## src/rtl/seq_divider.sv

```systemverilog
// Sequential restoring divider: DW-bit unsigned dividend by VW-bit divisor,
// one quotient bit per clock, with a start/busy/done handshake.
module seq_divider #(
  parameter int DW = 8,
  parameter int VW = 4
) (
  input  logic          clk,
  input  logic          rst,
  input  logic          start,
  input  logic [DW-1:0] dividend,
  input  logic [VW-1:0] divisor,
  output logic          busy,
  output logic          done,
  output logic [DW-1:0] quotient,
  output logic [VW-1:0] remainder,
  output logic          dz
);

  localparam int CW = (DW > 1) ? $clog2(DW) : 1;

  typedef enum logic [1:0] {
    IDLE = 2'd0,
    RUN  = 2'd1,
    DONE = 2'd2
  } state_t;

  state_t        state, state_next;
  logic [CW-1:0] cnt;
  logic [DW-1:0] dvd_sh;
  logic [VW-1:0] dvs;
  logic [VW-1:0] pr;
  logic [DW-1:0] q_work;
  logic          zero_flag;

  logic [VW:0]   pr_shift;
  logic [VW:0]   trial;
  logic [VW-1:0] pr_next;
  logic [DW-1:0] q_next;
  logic          accept;
  logic          last_cycle;

  always_ff @(posedge clk) begin
    if (rst) state <= IDLE;
    else     state <= state_next;
  end

  always_comb begin
    state_next = state;
    case (state)
      IDLE:    if (start) state_next = RUN;
      RUN:     if (last_cycle) state_next = DONE;
      DONE:    state_next = start ? RUN : IDLE;
      default: state_next = IDLE;
    endcase
  end

  // The stored partial remainder is always below the divisor, so its
  // (VW+1)-th bit is zero and only VW bits are kept between cycles.
  always_comb begin
    accept     = ((state == IDLE) || (state == DONE)) && start;
    last_cycle = (state == RUN) && (cnt == CW'(DW - 1));
    pr_shift   = {pr, dvd_sh[DW-1]};
    trial      = pr_shift - {1'b0, dvs};
    pr_next    = trial[VW] ? pr_shift[VW-1:0] : trial[VW-1:0];
    q_next     = {q_work[DW-2:0], ~trial[VW]};
  end

  always_ff @(posedge clk) begin
    if (rst) begin
      dvd_sh    <= '0;
      dvs       <= '0;
      pr        <= '0;
      q_work    <= '0;
      cnt       <= '0;
      zero_flag <= 1'b0;
      quotient  <= '0;
      remainder <= '0;
      dz        <= 1'b0;
    end else if (accept) begin
      dvd_sh    <= dividend;
      dvs       <= divisor;
      pr        <= '0;
      q_work    <= '0;
      cnt       <= '0;
      zero_flag <= (divisor == '0);
    end else if (state == RUN) begin
      dvd_sh <= {dvd_sh[DW-2:0], 1'b0};
      pr     <= pr_next;
      q_work <= q_next;
      cnt    <= cnt + CW'(1);
      if (last_cycle) begin
        quotient  <= zero_flag ? '1 : q_next;
        remainder <= zero_flag ? '0 : pr_next;
        dz        <= zero_flag;
      end
    end
  end

  assign busy = (state == RUN);
  assign done = (state == DONE);

endmodule
```

## config.mk

```make
export PLATFORM = sky130hd
export DESIGN_NAME = seq_divider
export DESIGN_NICKNAME = d
export VERILOG_FILES = /design/src/rtl/seq_divider.sv
export SDC_FILE = /design/constraint.sdc
export NUM_CORES = 1
export LEC_CHECK = 0
export ABC_AREA = 1
export BUFFER_PORTS_ARGS = -buffer_cell sky130_fd_sc_hd__buf_2
export CORE_MARGIN = 4
export CORE_UTILIZATION = 40
export CTS_CLUSTER_DIAMETER = 30
export DETAILED_ROUTE_END_ITERATION = 12
export PLACE_DENSITY_LB_ADDON = 0.12
export REMOVE_ABC_BUFFERS = 1
export SLEW_MARGIN = 30
export SYNTH_ARGS = -nofsm -noshare
export SYNTH_HDL_FRONTEND = slang
export SYNTH_SLANG_ARGS = --single-unit
```

## constraint.sdc

```tcl
create_clock -name clk -period 2.25 [get_ports clk]
set_input_delay 0.1125 -clock clk [delete_from_list [all_inputs] [get_ports clk]]
set_output_delay 0.1125 -clock clk [all_outputs]
set_load 0.005 [all_outputs]
```

== Word-level counts from Yosys, hierarchy flattened ==
Cells that the tools add are included.
Word-level totals
  word-level logic and storage cells: 37
  bits in read-only memories: 0
  bits in latches: 0
  memories: 0
  flip-flop bits (word level): 42
  input bits: 15
  bits in writable memories: 0
Operators by class
  reduce and logical (&&, ||, !) cells: 9
  equal/unequal tests: 5
  div/mod/pow operators: 0
  $mul: 0
  muxes and demuxes: 9
  shift-type cells: 0
  bitwise logic cells: 2
  order comparisons: 0
  add/sub/neg operators: 2
Operator list (count)
  $mux W8: 3
  $mux W4: 2
  $pmux W2 S3: 1
  $sub A5 B4 Y5: 1
  $logic_not A4 Y1: 1
  $mux W2: 2
  $add A3 B1 Y3 const B: 1
  $eq A3 B3 Y1 const B: 1
  $reduce_and A3 Y1: 1
  $eq A2 B1 Y1 const B: 1
  $eq A2 B2 Y1 const B: 1
  $logic_and A1 B1 Y1: 2
  $logic_not A2 Y1: 1
  $ne A2 B1 Y1 const B: 1
  $ne A2 B2 Y1 const B: 1
  $not A1 Y1: 2
  $reduce_and A2 Y1: 1
  $reduce_bool A2 Y1: 1
  $reduce_or A2 Y1: 1
  $logic_or A1 B1 Y1: 1
  $mux W1: 1

== Depth between registers and ports, before layout ==
Gate-level depths: netlist of run 1.
  word-level depth: 5
  depth in mapped cells: 13
  depth with buffers taken out: 13

== Worst setup path before layout of run 1 ==
OpenSTA, ideal clock, no wires.
  path type: flip-flop to flip-flop
  from: register dvd_sh[7]
  to: register pr[1]
  arrival: 1522 ps
  path slack: 615 ps
  data required time: 2137 ps
  clock period less this slack: 1635 ps
  stages on the path, launching flop included: 13
  cells stage by stage: dfxtp_1 > inv_1 > ha_1 > inv_1 > fa_1 > nand2_1 > nand2_1 > nand3_2 > nand2_4 > nand2_1 > o21ai_0 > o21ai_1 > inv_1
On the way
  longest elaborated chain between the ends: 2
RTL lines
  from (decl): RTL line 29  | logic [DW-1:0] dvd_sh;
  from (signal assigned): RTL line 80  | dvd_sh <= dividend;
  from (signal assigned): RTL line 87  | dvd_sh <= {dvd_sh[DW-2:0], 1'b0};
  $sub A5 B4 Y5: RTL line 63  | trial = pr_shift - {1'b0, dvs};
  $mux W4: RTL line 64  | pr_next = trial[VW] ? pr_shift[VW-1:0] : trial[VW-1:0];
  to (signal assigned): RTL line 88  | pr <= pr_next;
  to (decl): RTL line 31  | logic [VW-1:0] pr;
No other way between the ends.
A chain may end at the register's enable or synchronous reset.

== Worst setup path in the final report of run 1 ==
Same ends and word-level chain as after synthesis.

==> results of run 1 <==
==> worst max-delay path, cell delays in order, from the launching register on <==
cell and delay [ns]:
dfxtp_1 0.30, inv_1 0.08, ha_1 0.15, inv_1 0.06
fa_1 0.41, nand2_1 0.09, nand2_1 0.06, nand3_2 0.12
nand2_4 0.09, nand2_1 0.06, o21ai_0 0.07, o21ai_1 0.13
inv_1 0.05
==> routing by layer <==
| metal | vias up | global-route usage [%] | wire (um) |
|---|---|---|---|
| li1 | 813 | - | - |
| met1 | 688 | 20.5 | 1890 |
| met2 | 31 | 23.1 | 1700 |
| met3 | 4 | 4.75 | 213 |
| met4 | 0 | 4.27 | 33 |
| met5 | - | 0 | 0 |
==> state kept, by name, indices dropped and copies added, names as in the netlist <==
register and flops:
zero_flag 1, dz 1, cnt 3, q_work 7, state 2, dvs 4
remainder 4, pr 4, quotient 8, dvd_sh 8
==> worst max path at each step <==
stage	start	to	slack, ns
after floorplan	dvd_sh[7]	pr[0]	0.61
after global placement	dvd_sh[7]	pr[0]	0.52
after detailed placement	dvd_sh[7]	pr[2]	0.48
after CTS	dvd_sh[7]	pr[1]	0.46
after global routing	dvd_sh[7]	pr[1]	0.29
final	dvd_sh[7]	pr[1]	0.46
==> per-stage QoR <==
| step | std cells | hold WS [ns] | instance area, sq um |
|---|---|---|---|
| after global routing | 309 | 0.0880 | 2140 |
| after floorplan | 215 | 0.175 | 1780 |
| after CTS | 309 | 0.0846 | 2140 |
| after global placement | 301 | 0.389 | 2030 |
| after detailed placement | 301 | 0.390 | 2030 |
| final | 309 | 0.0878 | 2140 |
==> cells in the mapped netlist, types with 2 or more instances <==
library cell,count
o221a_1,3
nand2_4,2
nand3_2,2
ha_1,6
buf_2,4
a211oi_1,10
inv_2,4
nand3_1,10
nor2_1,20
inv_1,29
dfxtp_1,42
a21oi_1,20
o21ai_1,2
a221oi_1,3
nand2_1,33
o21ai_0,16
==> power by group through the flow <==
stage	Combinational [W]	Sequential, W	Clock [W]
2_1_floorplan	0.000195	0.000806	0
3_3_place_gp	0.000266	0.000811	0
3_5_place_dp	0.000266	0.000811	0
4_1_cts	0.000267	0.000793	0.000608
5_1_grt	0.000309	0.000798	0.000635
6_report	0.000266	0.000793	0.000589
==> placed cells by master, fill, tap and decap left out, types with 3 or more instances in the layout <==
| cell type | n |
|---|---|
| a211oi_1 | 10 |
| a21oi_1 | 20 |
| a221oi_1 | 3 |
| buf_2 | 29 |
| buf_4 | 5 |
| clkbuf_8 | 5 |
| dfxtp_1 | 42 |
| ha_1 | 6 |
| inv_1 | 29 |
| inv_2 | 4 |
| nand2_1 | 33 |
| nand3_1 | 10 |
| nor2_1 | 20 |
| o21ai_0 | 16 |
| o221a_1 | 3 |
==> logic make-up after synthesis <==
group / share of synthesized area, %
simple gates: 19.0
xor+xnor: 0.480
flops: 46.0
compound gates: 20.0
fa+ha+maj: 5.21
buf+inv: 9.31
==> final cells by class <==
class / instances / area, sq um / share of cell area [%]
sequential: 42 / 841 / 39.3
multi-input combinational: 140 / 816 / 38.2
timing repair buffer: 34 / 183 / 8.54
inverter: 33 / 124 / 5.79
clock buffer: 6 / 72.6 / 3.39
tap: 52 / 65.1 / 3.04
clock inverter: 2 / 37.5 / 1.76
==> out/results.tsv, run 1 <==
metric	value	unit
clk-insertion-delay-late	0.29	ns
core.rowCount	24	
power.density	771	nW/um^2
drv_cap	0	
drt_iter0_drc	94	
drt_pass1_iterations	4	
dieArea	5710	sq um
post-route-period-util	79.4	%
path_max_fanout	8	
power.internal	0.00121	W
antenna_found_initial	0	
crit_path_end_kind	flop	
die_w	75.6	um
synth_edf_count	0	
path_clk_slew	0.08	ns
cts.sinks	42	
tightest_slew	0.373	ns
netlist_area	1830	sq um
gp_congestion	0.910	
r2r_slack	0.46	ns
synth_top_cell_by_area	dfxtp_1	
critPathKind	flop to flop	
io_pins	30	
finalHoldViolations	0	
grt_pass1_vias	1469	
drv_slew	0	
setup_tns	0	ns
drive_gt1_share	20.6	%
arrival	1.98	ns
outcome	completed	
yosysSeqAreaShare	46.0	%
worstPathRequired	2.44	ns
drt-wirelength-per-cell	12.4	um
p_leak	0.993	nW
relSlewSlack	75.1	%
cts-buffers-inserted	5	
synthCells	223	
async_flop_share	0	%
routed_wl	3.84	mm
whs_path_depth	3	
holdPathEnd	dvd_sh[5]	
cts_resized	0	
sequentialPowerShare	48.1	%
power_frac_clock	35.8	%
nFillCells	428	
num_antenna_cells	0	
cts_setup_buffers	0	
portBuffers	29	
finClkSkew	0.00263	ns
chipHeight	75.6	um
r2r-start	dvd_sh[7]	
final_util	48.8	%
clock.fmax	560	MHz
peakVddDrop	0.352	mV
root_buffer	clkbuf_8	
dp_hpwl	2.77	mm
setup_ws	0.463	ns
grtUsageTotal	15.1	%
initial_core_util	41.7	%
hold_path.class	input port to flop	
ys.warnings.count	0	
route.detailed.drc	0	
core	4380	sq um
hold_buffers	0	
synth_top_cell_area_share	46.0	%
cts_tree	built	
drtAntennaViolNets	0	
ys.flop_type	dfxtp_1	
place_ws	0.475	ns
swShare	26.8	%
grt_max_degree	17	
synth-seq-cells	42	
synth_area_leaders	dfxtp_1 46%, nand2_1 6.8%, inv_1 6.0%	
fin_crit	1.79	ns
synthDistinctLibCells	33	
p_comb_share	16.1	%
switchingPower	0.000442	W
start_kind	flop	
min_from	dividend[5]	
avgSynthCellArea	8.19	sq um
area_growth	17.1	%
vias	1536	
grt_first_pass_wirelength	6.58	mm
critical_path.reg2reg.endpoint	pr[1]	
gr-total-overflow	0	
viasPerCell	4.97	
cts.htree.levels	2	
rsz0062_at_grt	false	
final_net_count	278	
clockBufferDepth	2	
finalSetupViolCount	0	
ff2ff_path_depth	12	
power	0.00165	W
Power figures use the tool's default switching activity.
==> run 2: changes to the inputs <==
==> constraint.sdc (replaced) <==
create_clock -name clk -period 1.7 [get_ports clk]
set_input_delay 0.085 -clock clk [delete_from_list [all_inputs] [get_ports clk]]
set_output_delay 0.085 -clock clk [all_outputs]
set_load 0.005 [all_outputs]
==> out/results.tsv, run 2 (synthesis gave the netlist of run 1 again) <==
metric	value	unit	change
clock.fmax	586	MHz	was 560 MHz
worstPathRequired	1.93	ns	was 2.44 ns
peakVddDrop	0.665	mV	was 0.352 mV
gp_congestion	0.870		was 0.910
drv_cap	0		unchanged
min_from	dividend[7]		was dividend[5]
grtUsageTotal	14.9	%	was 15.1%
initial_core_util	41.7	%	unchanged
root_buffer	clkbuf_8		unchanged
drv_slew	0		unchanged
placed_cell_area	2040	sq um	was 2030 sq um
path_clk_slew	0.08	ns	about the same
die_w	75.6	um	unchanged
portBuffers	29		unchanged
drive_gt1_share	27.8	%	was 20.6%
max_stage_delay	0.41	ns	about the same
gr-total-overflow	0		unchanged
slowest_stage	fa_2		was fa_1
routed_wl	4.01	mm	was 3.84 mm
route.detailed.drc	0		unchanged
final_net_count	280		was 278
drtAntennaViolNets	0		unchanged
drt-wirelength-per-cell	12.9	um	was 12.4 um
fin_crit	1.71	ns	was 1.79 ns
violations	setup timing		
dieArea	5710	sq um	unchanged
crit_path_end_kind	flop		unchanged
antenna_found_initial	0		unchanged
cts_tree	built		unchanged
start_kind	flop		unchanged
relSlewSlack	66.5	%	was 75.1%
cts.sinks	42		unchanged
cts.htree.levels	2		unchanged
rsz0062_at_grt	true		was false
r2r-start	dvd_sh[7]		unchanged
num_antenna_cells	0		unchanged
power.density	1010	nW/um^2	was 771 nW/um^2
chipHeight	75.6	um	unchanged
layout_common_cells	40 x dfxtp_1, 29 x buf_2, 27 x inv_1, 26 x nand2_1, 20 x nor2_1		was 42 x dfxtp_1, 33 x nand2_1, 29 x inv_1, 29 x buf_2
grt_max_degree	18		was 17
reg_top3	dvd_sh (8), quotient (8), q_work (7)		unchanged
critPathKind	flop to flop		unchanged
drt_iter0_drc	106		was 94
finClkSkew	0.00533	ns	was 0.00263 ns
core	4380	sq um	unchanged
core.rowCount	24		unchanged
whs	0.0523	ns	was 0.0878 ns
viasPerCell	4.91		was 4.97
vias	1528		was 1536
post-route-period-util	100	%	was 79.4%
hold_buffers	0		unchanged
final_common_cell	dfxtp_1		unchanged
worstSetupStartpoint	dvd_sh[7]		unchanged
crit_family	simple AND/OR/NAND/NOR gates		was adder cells
grt_pass1_vias	1434		was 1469
tightest_slew	0.501	ns	was 0.373 ns
fin_area	2220	sq um	was 2140 sq um
critPathMostFrequentCell	nand2_2		
area_growth	21.8	%	was 17.1%
arrival	1.94	ns	was 1.98 ns
place_ws	-0.0215	ns	was 0.475 ns
clockBufferDepth	2		unchanged
io_pins	30		unchanged
cts-buffers-inserted	5		unchanged
worst-path-buf-inv	2		was 3
finalSetupViolCount	3		was 0
hold_path.class	input port to flop		unchanged
dp_hpwl	2.77	mm	about the same
setup_ws	-0.00766	ns	was 0.463 ns
drt_pass1_iterations	4		unchanged
finalHoldViolations	0		unchanged
path_max_fanout	8		unchanged
path_cells	inv_2, ha_4, inv_4, fa_2, nand3_2, nand3_4, nand2_4, nand2_2, nand2_2, nand2_2, a21oi_2		was inv_1, ha_1, inv_1, fa_1, nand2_1, nand2_1, nand3_2, nand2_4, nand2_1, o21ai_0, o21ai_1, inv_1
clk-insertion-delay-late	0.29	ns	about the same
p_leak	1.01	nW	was 0.993 nW
grt_first_pass_wirelength	6.49	mm	was 6.58 mm
outcome	finished, violations left		was completed
[run 2: changes by cell type in the layout (fill, tap and decap cells not counted), moves of 2 or more]
cell     before  now
dfxtp_1      42   40
buf_4         5    7
nand2_2       1    8
nand3_4       0    2
inv_1        29   27
dfxtp_2       0    2
nand2_1      33   26
nand3_1      10    7
[run 2: metrics by stage]
| step | utilization (%) | instances | power [W] | TNS [ns] |
|---|---|---|---|---|
| 2_1_floorplan | - | 215 | 0.00133 | 0 |
| 3_3_place_gp | 46.4 | 302 | 0.00143 | 0 |
| 3_5_place_dp | 46.4 | 302 | 0.00143 | -0.0695 |
| 4_1_cts | 49.1 | 310 | 0.00222 | 0 |
| 5_1_grt | 50.7 | 311 | 0.00237 | -0.668 |
| 6_report | 50.7 | 311 | 0.00225 | -0.0148 |
[run 2: routing by layer]
| layer | wire (um) | GRT usage, % |
|---|---|---|
| met5 | 0 | 0 |
| met3 | 182 | 4.22 |
| met1 | 1970 | 20.2 |
| met4 | 55 | 5.24 |
| met2 | 1800 | 22.8 |
[run 2: worst register-to-register path, stage by stage (launching register included)]
cell and delay [ns]:
dfxtp_2 0.32, inv_2 0.06, ha_4 0.13, inv_4 0.03, fa_2 0.41, nand3_2 0.12
nand3_4 0.11, nand2_4 0.15, nand2_2 0.06, nand2_2 0.07, nand2_2 0.05, a21oi_2 0.12
[run 2: layout make-up]
cell class,instances,area (sq um)
Fill cell,418,2160
Multi-Input combinational cell,140,882
Sequential cell,42,843
Timing Repair Buffer,36,198
Inverter,33,126
Clock buffer,6,72.6
Tap cell,52,65.1
Clock inverter,2,37.5
[run 2: final timing paths]
path,slack [ns],endpoint,cells after the start
worst max register to register,-0.008,remainder[3],11
worst max-delay path,-0.008,remainder[3],11
worst min-delay path,0.05,dvd_sh[7],3
worst min register to register,0.47,remainder[1],2
[run 2: repair_timing]
item                       CTS  global route
resized for setup            2            20
pin swaps                    1            10
buffers inserted             0             1
setup endpoints to repair    7            10
[run 2: power breakdown]
part,switching (W),internal (W)
clock,0.000343,0.000438
sequential,0.0000228,0.00103
combinational,0.000262,0.000157
total,0.000628,0.00163
